### src/rtl/cpu_sequencer_pkg.sv
// cpu_sequencer_pkg
// Shared definitions for the CPU sequencer: FSM state encoding (3 bits),
// default memory timeout, and opcode-class constants plus a classifier
// used by the EXEC dispatch.
// Optional feature macro used elsewhere in this slice: WF8_SINGLE_STEP_EN.
package cpu_sequencer_pkg;

  typedef enum logic [2:0] {
    ST_FETCH      = 3'd0,
    ST_FETCH_WAIT = 3'd1,
    ST_DECODE     = 3'd2,
    ST_EXEC       = 3'd3,
    ST_MEM        = 3'd4,
    ST_WB         = 3'd5,
    ST_HALT       = 3'd6,
    ST_FAULT      = 3'd7
  } state_t;

  localparam int INSTR_W_DEFAULT     = 8;
  localparam int MEM_TIMEOUT_DEFAULT = 15;

  // Opcode classes are decided on the upper opcode bits only.
  localparam logic [3:0] OPC_LB      = 4'b1001;  // opcode[4:1]
  localparam logic [3:0] OPC_SB      = 4'b1010;  // opcode[4:1]
  localparam logic [3:0] OPC_JMPADR  = 4'b1011;  // opcode[4:1]
  localparam logic [1:0] OPC_BRANCH  = 2'b11;    // opcode[4:3]

  typedef enum logic [2:0] {
    CLS_ALU    = 3'd0,
    CLS_LOAD   = 3'd1,
    CLS_STORE  = 3'd2,
    CLS_JUMP   = 3'd3,
    CLS_BRANCH = 3'd4
  } opc_class_t;

  function automatic opc_class_t opc_class(input logic [4:0] opc);
    opc_class_t cls;
    cls = CLS_ALU;
    if (opc[4:1] == OPC_LB)          cls = CLS_LOAD;
    else if (opc[4:1] == OPC_SB)     cls = CLS_STORE;
    else if (opc[4:1] == OPC_JMPADR) cls = CLS_JUMP;
    else if (opc[4:3] == OPC_BRANCH) cls = CLS_BRANCH;
    return cls;
  endfunction

endpackage

### src/rtl/cpu_sequencer_if.sv
// cpu_sequencer_if
// Memory handshake bundle between the sequencer (master) and memory (slave).
//   instr_in     : instruction byte returned by memory
//   mem_ready    : memory accepts/returns the current access this cycle
//   mem_req      : access request, held until mem_ready
//   mem_addr_sel : 0 = PC drives address, 1 = ALU result drives address
//   mem_write    : store strobe, qualified by mem_req
interface cpu_sequencer_if #(
  parameter int INSTR_W = 8
);
  logic [INSTR_W-1:0] instr_in;
  logic               mem_ready;
  logic               mem_req;
  logic               mem_addr_sel;
  logic               mem_write;

  modport master (
    input  instr_in,
    input  mem_ready,
    output mem_req,
    output mem_addr_sel,
    output mem_write
  );

  modport slave (
    output instr_in,
    output mem_ready,
    input  mem_req,
    input  mem_addr_sel,
    input  mem_write
  );
endinterface

### src/rtl/cpu_sequencer_timeout.sv
// seq_timeout
// Saturating wait counter for memory accesses.
//   clk, rst : clock, synchronous active-high reset
//   clear    : zero the counter (state entry); wins over enable
//   enable   : count one more cycle without mem_ready
//   expired  : the current cycle is the LIMIT-th consecutive waiting cycle
//              (or later); the owner faults if mem_ready is still absent
module seq_timeout #(
  parameter int LIMIT = 15
) (
  input  logic clk,
  input  logic rst,
  input  logic clear,
  input  logic enable,
  output logic expired
);
  localparam int CW = $clog2(LIMIT + 1);
  localparam logic [CW-1:0] CNT_MAX  = CW'(LIMIT);
  localparam logic [CW-1:0] CNT_LAST = CW'(LIMIT - 1);

  logic [CW-1:0] count_reg;
  logic [CW-1:0] count_next;

  always_comb begin
    count_next = count_reg;
    if (clear) begin
      count_next = '0;
    end else if (enable && (count_reg != CNT_MAX)) begin
      count_next = count_reg + 1'b1;  // saturates at LIMIT, never wraps
    end
  end

  always_ff @(posedge clk) begin
    if (rst) begin
      count_reg <= '0;
    end else begin
      count_reg <= count_next;
    end
  end

  // count_reg holds the waiting cycles already spent, so the LIMIT-th
  // waiting cycle is the one that sees LIMIT-1.
  assign expired = (count_reg >= CNT_LAST);

endmodule

### src/rtl/cpu_sequencer.sv
// cpu_sequencer
// Multi-cycle instruction sequencer: FETCH, FETCH_WAIT, DECODE, EXEC, MEM,
// WB, HALT, FAULT. Drives memory handshake, IR capture, PC and writeback
// strobes, with a memory timeout that traps into FAULT.
// Ports:
//   clk, rst      : clock, synchronous active-high reset
//   mem           : memory handshake (cpu_sequencer_if.master)
//   branch_taken  : branch compare result, valid in EXEC
//   halt_req      : stop at the next instruction boundary
//   step          : (WF8_SINGLE_STEP_EN only) run one instruction from HALT
//   ir_load       : capture instr_in into IR
//   opcode        : latched opcode, IR[INSTR_W-1 -: 5]
//   pc_inc/pc_load: PC+1 / PC<-ALU result (never together)
//   reg_we        : register-file writeback strobe
//   halted, fault : status flags
// Optional feature macro: WF8_SINGLE_STEP_EN.
module cpu_sequencer
  import cpu_sequencer_pkg::*;
#(
  parameter int INSTR_W     = INSTR_W_DEFAULT,
  parameter int MEM_TIMEOUT = MEM_TIMEOUT_DEFAULT
) (
  input  logic                  clk,
  input  logic                  rst,
  cpu_sequencer_if.master       mem,
  input  logic                  branch_taken,
  input  logic                  halt_req,
`ifdef WF8_SINGLE_STEP_EN
  input  logic                  step,
`endif
  output logic                  ir_load,
  output logic [4:0]            opcode,
  output logic                  pc_inc,
  output logic                  pc_load,
  output logic                  reg_we,
  output logic                  halted,
  output logic                  fault
);

  state_t             state_reg;
  state_t             state_next;
  logic [INSTR_W-1:0] ir_reg;
  logic               reset_hold_reg;
  logic               stop_at_boundary;
  state_t             boundary_state;
  opc_class_t         cls;
  logic               expired;
  logic               wait_clear;
  logic               wait_enable;
  logic               mem_req_c;
  logic               mem_addr_sel_c;
  logic               mem_write_c;

  assign opcode = ir_reg[INSTR_W-1 -: 5];
  assign cls    = opc_class(opcode);

  // Operand bits of IR are carried for the datapath but not decoded here.
  generate
    if (INSTR_W > 5) begin : g_ir_operand
      logic unused_ir_operand;
      assign unused_ir_operand = ^ir_reg[INSTR_W-6:0];
    end
  endgenerate

`ifdef WF8_SINGLE_STEP_EN
  logic step_active_reg;
  assign stop_at_boundary = halt_req | step_active_reg;
`else
  assign stop_at_boundary = halt_req;
`endif

  // halt_req is only looked at when the sequencer would re-enter FETCH.
  assign boundary_state = stop_at_boundary ? ST_HALT : ST_FETCH;

  always_comb begin
    state_next     = state_reg;
    mem_req_c      = 1'b0;
    mem_addr_sel_c = 1'b0;
    mem_write_c    = 1'b0;
    ir_load        = 1'b0;
    pc_inc         = 1'b0;
    pc_load        = 1'b0;
    reg_we         = 1'b0;
    halted         = 1'b0;
    fault          = 1'b0;
    unique case (state_reg)
      ST_FETCH: begin
        // The first cycle after reset is quiet so an abandoned access is
        // visibly dropped before a new request is issued.
        if (!reset_hold_reg) begin
          mem_req_c  = 1'b1;
          state_next = ST_FETCH_WAIT;
        end
      end
      ST_FETCH_WAIT: begin
        mem_req_c = 1'b1;
        if (mem.mem_ready) begin
          ir_load    = 1'b1;
          pc_inc     = 1'b1;
          state_next = ST_DECODE;
        end else if (expired) begin
          state_next = ST_FAULT;
        end
      end
      ST_DECODE: begin
        state_next = ST_EXEC;
      end
      ST_EXEC: begin
        unique case (cls)
          CLS_LOAD, CLS_STORE: state_next = ST_MEM;
          CLS_JUMP: begin
            pc_load    = 1'b1;
            state_next = boundary_state;
          end
          CLS_BRANCH: begin
            pc_load    = branch_taken;
            state_next = boundary_state;
          end
          default: state_next = ST_WB;
        endcase
      end
      ST_MEM: begin
        mem_req_c      = 1'b1;
        mem_addr_sel_c = 1'b1;
        mem_write_c    = (cls == CLS_STORE);
        if (mem.mem_ready) begin
          state_next = (cls == CLS_LOAD) ? ST_WB : boundary_state;
        end else if (expired) begin
          state_next = ST_FAULT;
        end
      end
      ST_WB: begin
        reg_we     = 1'b1;
        state_next = boundary_state;
      end
      ST_HALT: begin
        halted = 1'b1;
`ifdef WF8_SINGLE_STEP_EN
        if (step || !halt_req) begin
          state_next = ST_FETCH;
        end
`else
        if (!halt_req) begin
          state_next = ST_FETCH;
        end
`endif
      end
      ST_FAULT: begin
        fault = 1'b1;
      end
      default: begin
        state_next = ST_FAULT;
      end
    endcase
  end

  assign mem.mem_req      = mem_req_c;
  assign mem.mem_addr_sel = mem_addr_sel_c;
  assign mem.mem_write    = mem_write_c;

  always_ff @(posedge clk) begin
    if (rst) begin
      state_reg      <= ST_FETCH;
      ir_reg         <= '0;
      reset_hold_reg <= 1'b1;
    end else begin
      state_reg      <= state_next;
      reset_hold_reg <= 1'b0;
      if (ir_load) begin
        ir_reg <= mem.instr_in;
      end
    end
  end

`ifdef WF8_SINGLE_STEP_EN
  // Remembers that the running instruction was launched by a step pulse so
  // that its boundary returns to HALT even if halt_req has dropped.
  always_ff @(posedge clk) begin
    if (rst) begin
      step_active_reg <= 1'b0;
    end else if (state_reg == ST_HALT && step) begin
      step_active_reg <= 1'b1;
    end else if (state_next == ST_HALT) begin
      step_active_reg <= 1'b0;
    end
  end
`endif

  // Counter restarts on every state change; it only advances while an
  // access is outstanding and memory has not answered.
  assign wait_clear  = (state_next != state_reg);
  assign wait_enable = ((state_reg == ST_FETCH_WAIT) || (state_reg == ST_MEM))
                       && !mem.mem_ready;

  seq_timeout #(
    .LIMIT (MEM_TIMEOUT)
  ) u_timeout (
    .clk     (clk),
    .rst     (rst),
    .clear   (wait_clear),
    .enable  (wait_enable),
    .expired (expired)
  );

endmodule

### src/flat_wrapper.sv
// flat-port wrapper written by rule: the top's interface ports become plain ports
module cpu_sequencer_flat import cpu_sequencer_pkg::*;
#(
  parameter int INSTR_W     = INSTR_W_DEFAULT,
  parameter int MEM_TIMEOUT = MEM_TIMEOUT_DEFAULT
)
  (clk, rst, branch_taken, halt_req, ir_load, opcode, pc_inc, pc_load, reg_we, halted, fault, mem_instr_in, mem_mem_ready, mem_mem_req, mem_mem_addr_sel, mem_mem_write);
  cpu_sequencer_if #(.INSTR_W(INSTR_W)) mem_i ();
  input  logic clk;
  input  logic rst;
  input  logic branch_taken;
  input  logic halt_req;
  output logic ir_load;
  output logic [4:0] opcode;
  output logic pc_inc;
  output logic pc_load;
  output logic reg_we;
  output logic halted;
  output logic fault;
  input wire logic [$bits(mem_i.instr_in)-1:0] mem_instr_in;
  input wire logic [$bits(mem_i.mem_ready)-1:0] mem_mem_ready;
  output wire logic [$bits(mem_i.mem_req)-1:0] mem_mem_req;
  output wire logic [$bits(mem_i.mem_addr_sel)-1:0] mem_mem_addr_sel;
  output wire logic [$bits(mem_i.mem_write)-1:0] mem_mem_write;
  assign mem_i.instr_in = mem_instr_in;
  assign mem_i.mem_ready = mem_mem_ready;
  assign mem_mem_req = mem_i.mem_req;
  assign mem_mem_addr_sel = mem_i.mem_addr_sel;
  assign mem_mem_write = mem_i.mem_write;
  cpu_sequencer #(.INSTR_W(INSTR_W), .MEM_TIMEOUT(MEM_TIMEOUT)) u_core (.clk(clk), .rst(rst), .mem(mem_i), .branch_taken(branch_taken), .halt_req(halt_req), .ir_load(ir_load), .opcode(opcode), .pc_inc(pc_inc), .pc_load(pc_load), .reg_we(reg_we), .halted(halted), .fault(fault));
endmodule
### config.mk
export PLATFORM = sky130hd
export DESIGN_NAME = cpu_sequencer_flat
export DESIGN_NICKNAME = d
export VERILOG_FILES = /design/src/rtl/cpu_sequencer_pkg.sv /design/src/rtl/cpu_sequencer_if.sv /design/src/rtl/cpu_sequencer_timeout.sv /design/src/rtl/cpu_sequencer.sv /design/src/flat_wrapper.sv
export SDC_FILE = /design/constraint.sdc
export NUM_CORES = 1
export LEC_CHECK = 0
export CAP_MARGIN = 0
export CORE_UTILIZATION = 50
export CTS_CLUSTER_DIAMETER = 40
export DETAILED_ROUTE_END_ITERATION = 8
export PLACE_DENSITY = 0.89
export REMOVE_ABC_BUFFERS = 1
export SYNTH_ARGS = -nofsm -noshare
export SYNTH_HDL_FRONTEND = slang
export SYNTH_SLANG_ARGS = --single-unit
### constraint.sdc
create_clock -name clk -period 4.9 [get_ports clk]
set_input_delay 0.98 -clock clk [delete_from_list [all_inputs] [get_ports clk]]
set_output_delay 0.98 -clock clk [all_outputs]
set_load 0.05 [all_outputs]
==> out/qor.log <==
[run_status] status finished, violations left
[run_status] violated checks design-rule violations
[grt] All-Layer GR Usage 0.234
[cts] CTS max path bufs 2
[logic_synthesis] Synthesis Warnings 0
[drt] DR WL/cell 13.7 µm
[timing] setup-violating endpoint count in the final report 0
[cells_and_area] flip-flop count of the largest register after layout 5
[power] Max VDD drop 192 µV
[setup_path] critical path class in2out
[timing] final cycle utilization of the critical path 0.776
[timing] setup repair after global routing missed its margin no
[logic_synthesis] number of unique standard cell types used by synthesis 42
[cells_and_area] fill cell instance count of the final layout 155
[drt] iteration count of the initial detailed-routing pass 6
[floorplan] horizontal die dimension 44.9 µm
[cts] clock transition time at the flip-flop clock pins of the worst setup and hold paths 80 ps
[cts] number of gates resized after CTS 0
[floorplan] effective utilization at floorplan 0.533
[floorplan] I/O pin cnt 27
[timing] skew final 1.44 ps
[placed_design] Port Buffers 23
[cts] clock tree from TritonCTS yes
[cts] number of clock sinks 13
[floorplan] number of rows created at floorplan 15
[logic_synthesis] post-synthesis instance area 920 µm²
[floorplan] Die Y 44.9 µm
[timing] pins over their slew limit 0
[power] total power after layout 287 µW
[logic_synthesis] flop and latch count out of synthesis 13
[drt] remaining antenna violation count after routing 0
[logic_synthesis] area share of the largest cell type after synthesis 0.283
[placed_design] gp weighted congestion 0.825
[timing] Total Negative Setup Slacks 0 ps
[logic_synthesis] largest cells by area after synthesis sky130_fd_sc_hd__dfxtp_1, sky130_fd_sc_hd__nor2_1, sky130_fd_sc_hd__mux2i_1
[drt] Via density 5.73
[logic_synthesis] sequential share of the synthesized area 0.283
[setup_path] kind of start point of the critical path input pin
[cells_and_area] most common cell after layout, fill and taps aside sky130_fd_sc_hd__clkdlybuf4s50_1
[cts] clock latency on the worst-skew pair 280 ps
[grt] global-route wire length before repair 3420 µm
[cells_and_area] share of cells above drive strength 1 0.115
[min_path] class of the worst hold path reg2reg
[timing] max_slew headroom 0.652
[timing] clock period minus final worst setup slack 3800 ps
[grt] via count of the first global-routing pass 799
[power] cell leakage power 0.410 nW
[drt] Detailed Route Iter0 Violations 38
[grt] total congestion overflow after global routing 0
[setup_path] required time at the worst-slack endpoint 3920 ps
[cts] CTS root buffer sky130_fd_sc_hd__clkbuf_4
[placed_design] Placed Cells 151
[cts] count of buffers added by post-CTS timing repair for setup 0
[placed_design] HPWL after detailed placement 1560 µm
[timing] number of failing hold endpoints at the final stage 0
[cts] Clock H-tree levels 1
[logic_synthesis] library cell with the largest summed area after synthesis sky130_fd_sc_hd__dfxtp_1
[setup_path] Data arrival, critical path 2820 ps
[cts] number of hold buffers added after cts 0
[cells_and_area] Area Growth Syn to Fin 28.0%
[grt] number of antenna violations at the first check in global routing 0
[timing] transition time at the pin with the least slew margin 521 ps
[setup_path] category of the worst setup path capture point primary output
[floorplan] Std-Cell Core Area 1730 µm²
[floorplan] die outline area 2010 µm²
[cells_and_area] Layout Nets 146
[logic_synthesis] gate count of the mapped netlist 107
[power] power density over the cells 244 nW/µm²
[cells_and_area] number of antenna cells inserted 0
[drt] via count of the routed design 888
[drt] Routed Wire Length 2120 µm
[drt] detailed-route DRC error count 2
[setup_path] worst-path fanout max 7
[run] max-cap violations 0
[cts] clock buffers created by TritonCTS 3
[cells_and_area] most frequent cells in the layout sky130_fd_sc_hd__clkdlybuf4s50_1, sky130_fd_sc_hd__nor2_1, sky130_fd_sc_hd__dfxtp_1
[logic_synthesis] post-synthesis area per instance 8.59 µm²
[cells_and_area] fin util 0.682
[cells_and_area] fin cells 155
[grt] maximum number of pins on one net before global-route repair 16
[timing] achievable clock frequency 263 MHz
-- critical path: stages --
cell and delay, ps:
sky130_fd_sc_hd__clkdlybuf4s50_1 620, sky130_fd_sc_hd__nor3b_2 210, sky130_fd_sc_hd__buf_4 190, sky130_fd_sc_hd__clkdlybuf4s50_1 810
-- logic make-up after synthesis --
group,Yosys count,synth area share
multiplexers,7,0.0776
adder cells (fa/ha/maj),2,0.0272
flip-flops,13,0.283
buffers and inverters,10,0.0612
AND/OR/NAND/NOR,48,0.322
AO/OA/AOI/OAI,24,0.192
XOR/XNOR,3,0.0367
-- cell usage after synthesis (all sizes together) --
master   count
nand2        5
o311ai       1
nand2b       3
xnor2        2
inv          5
mux2         1
ha           2
nor2b        2
nor4b        1
o32a         1
nand3        4
o211ai       2
and4         1
nor2        17
xor2         1
mux2i        6
nand4bb      2
clkbuf       2
a31oi        3
nand3b       1
a21o         1
o21ai        1
a21oi        9
a211o        1
buf          3
nor3         6
o22ai        1
nor4         3
a21boi       1
o31a         1
dfxtp       13
or2          1
a32oi        1
nor3b        2
a311oi       1
-- final cells by class --
| type | instances | area (µm²) | area share |
|---|---|---|---|
| clock buffer | 4 | 26.3 | 0.0223 |
| inverter | 5 | 18.8 | 0.0159 |
| multi-input combinational | 84 | 603 | 0.512 |
| sequential | 13 | 260 | 0.221 |
| tap | 25 | 31.3 | 0.0266 |
| timing repair buffer | 24 | 238 | 0.202 |
-- per-layer routing --
layer	wire [µm]	up-vias	track usage
li1	-	439	-
met5	0	-	0
met2	993	32	0.394
met4	34	0	0.0970
met1	1010	413	0.298
met3	82	4	0.0360
-- final timing paths --
kind	slack, ps	to	cells past startpoint	from
worst max-delay path	1100	ir_load	4	mem_mem_ready
worst min-delay path	520	u_core.ir_reg[3]$_SDFFE_PP0P_	2	u_core.ir_reg[3]$_SDFFE_PP0P_
worst max register to register	2850	u_core.u_timeout.count_reg[2]$_SDFFE_PP0P_	5	u_core.state_reg[0]$_SDFF_PP0_
worst min register to register	520	u_core.ir_reg[3]$_SDFFE_PP0P_	2	u_core.ir_reg[3]$_SDFFE_PP0P_
-- power by group --
part	switching, mW	leakage [nW]	internal [mW]	total [mW]
sequential	0.0131	0.106	0.111	0.124
combinational	0.0543	0.289	0.0396	0.0939
clock	0.0375	0.0150	0.0316	0.0691
-- metrics by stage --
step	setup WS (ps)	hold slack [ps]	area [µm²]
3_5_place_dp	1100	508	1150
4_1_cts	1100	528	1180
6_report	1100	516	1180
3_3_place_gp	1150	473	1150
5_1_grt	1050	549	1180
2_1_floorplan	870	535	882
No activity file was read; power rests on OpenSTA's default activity.
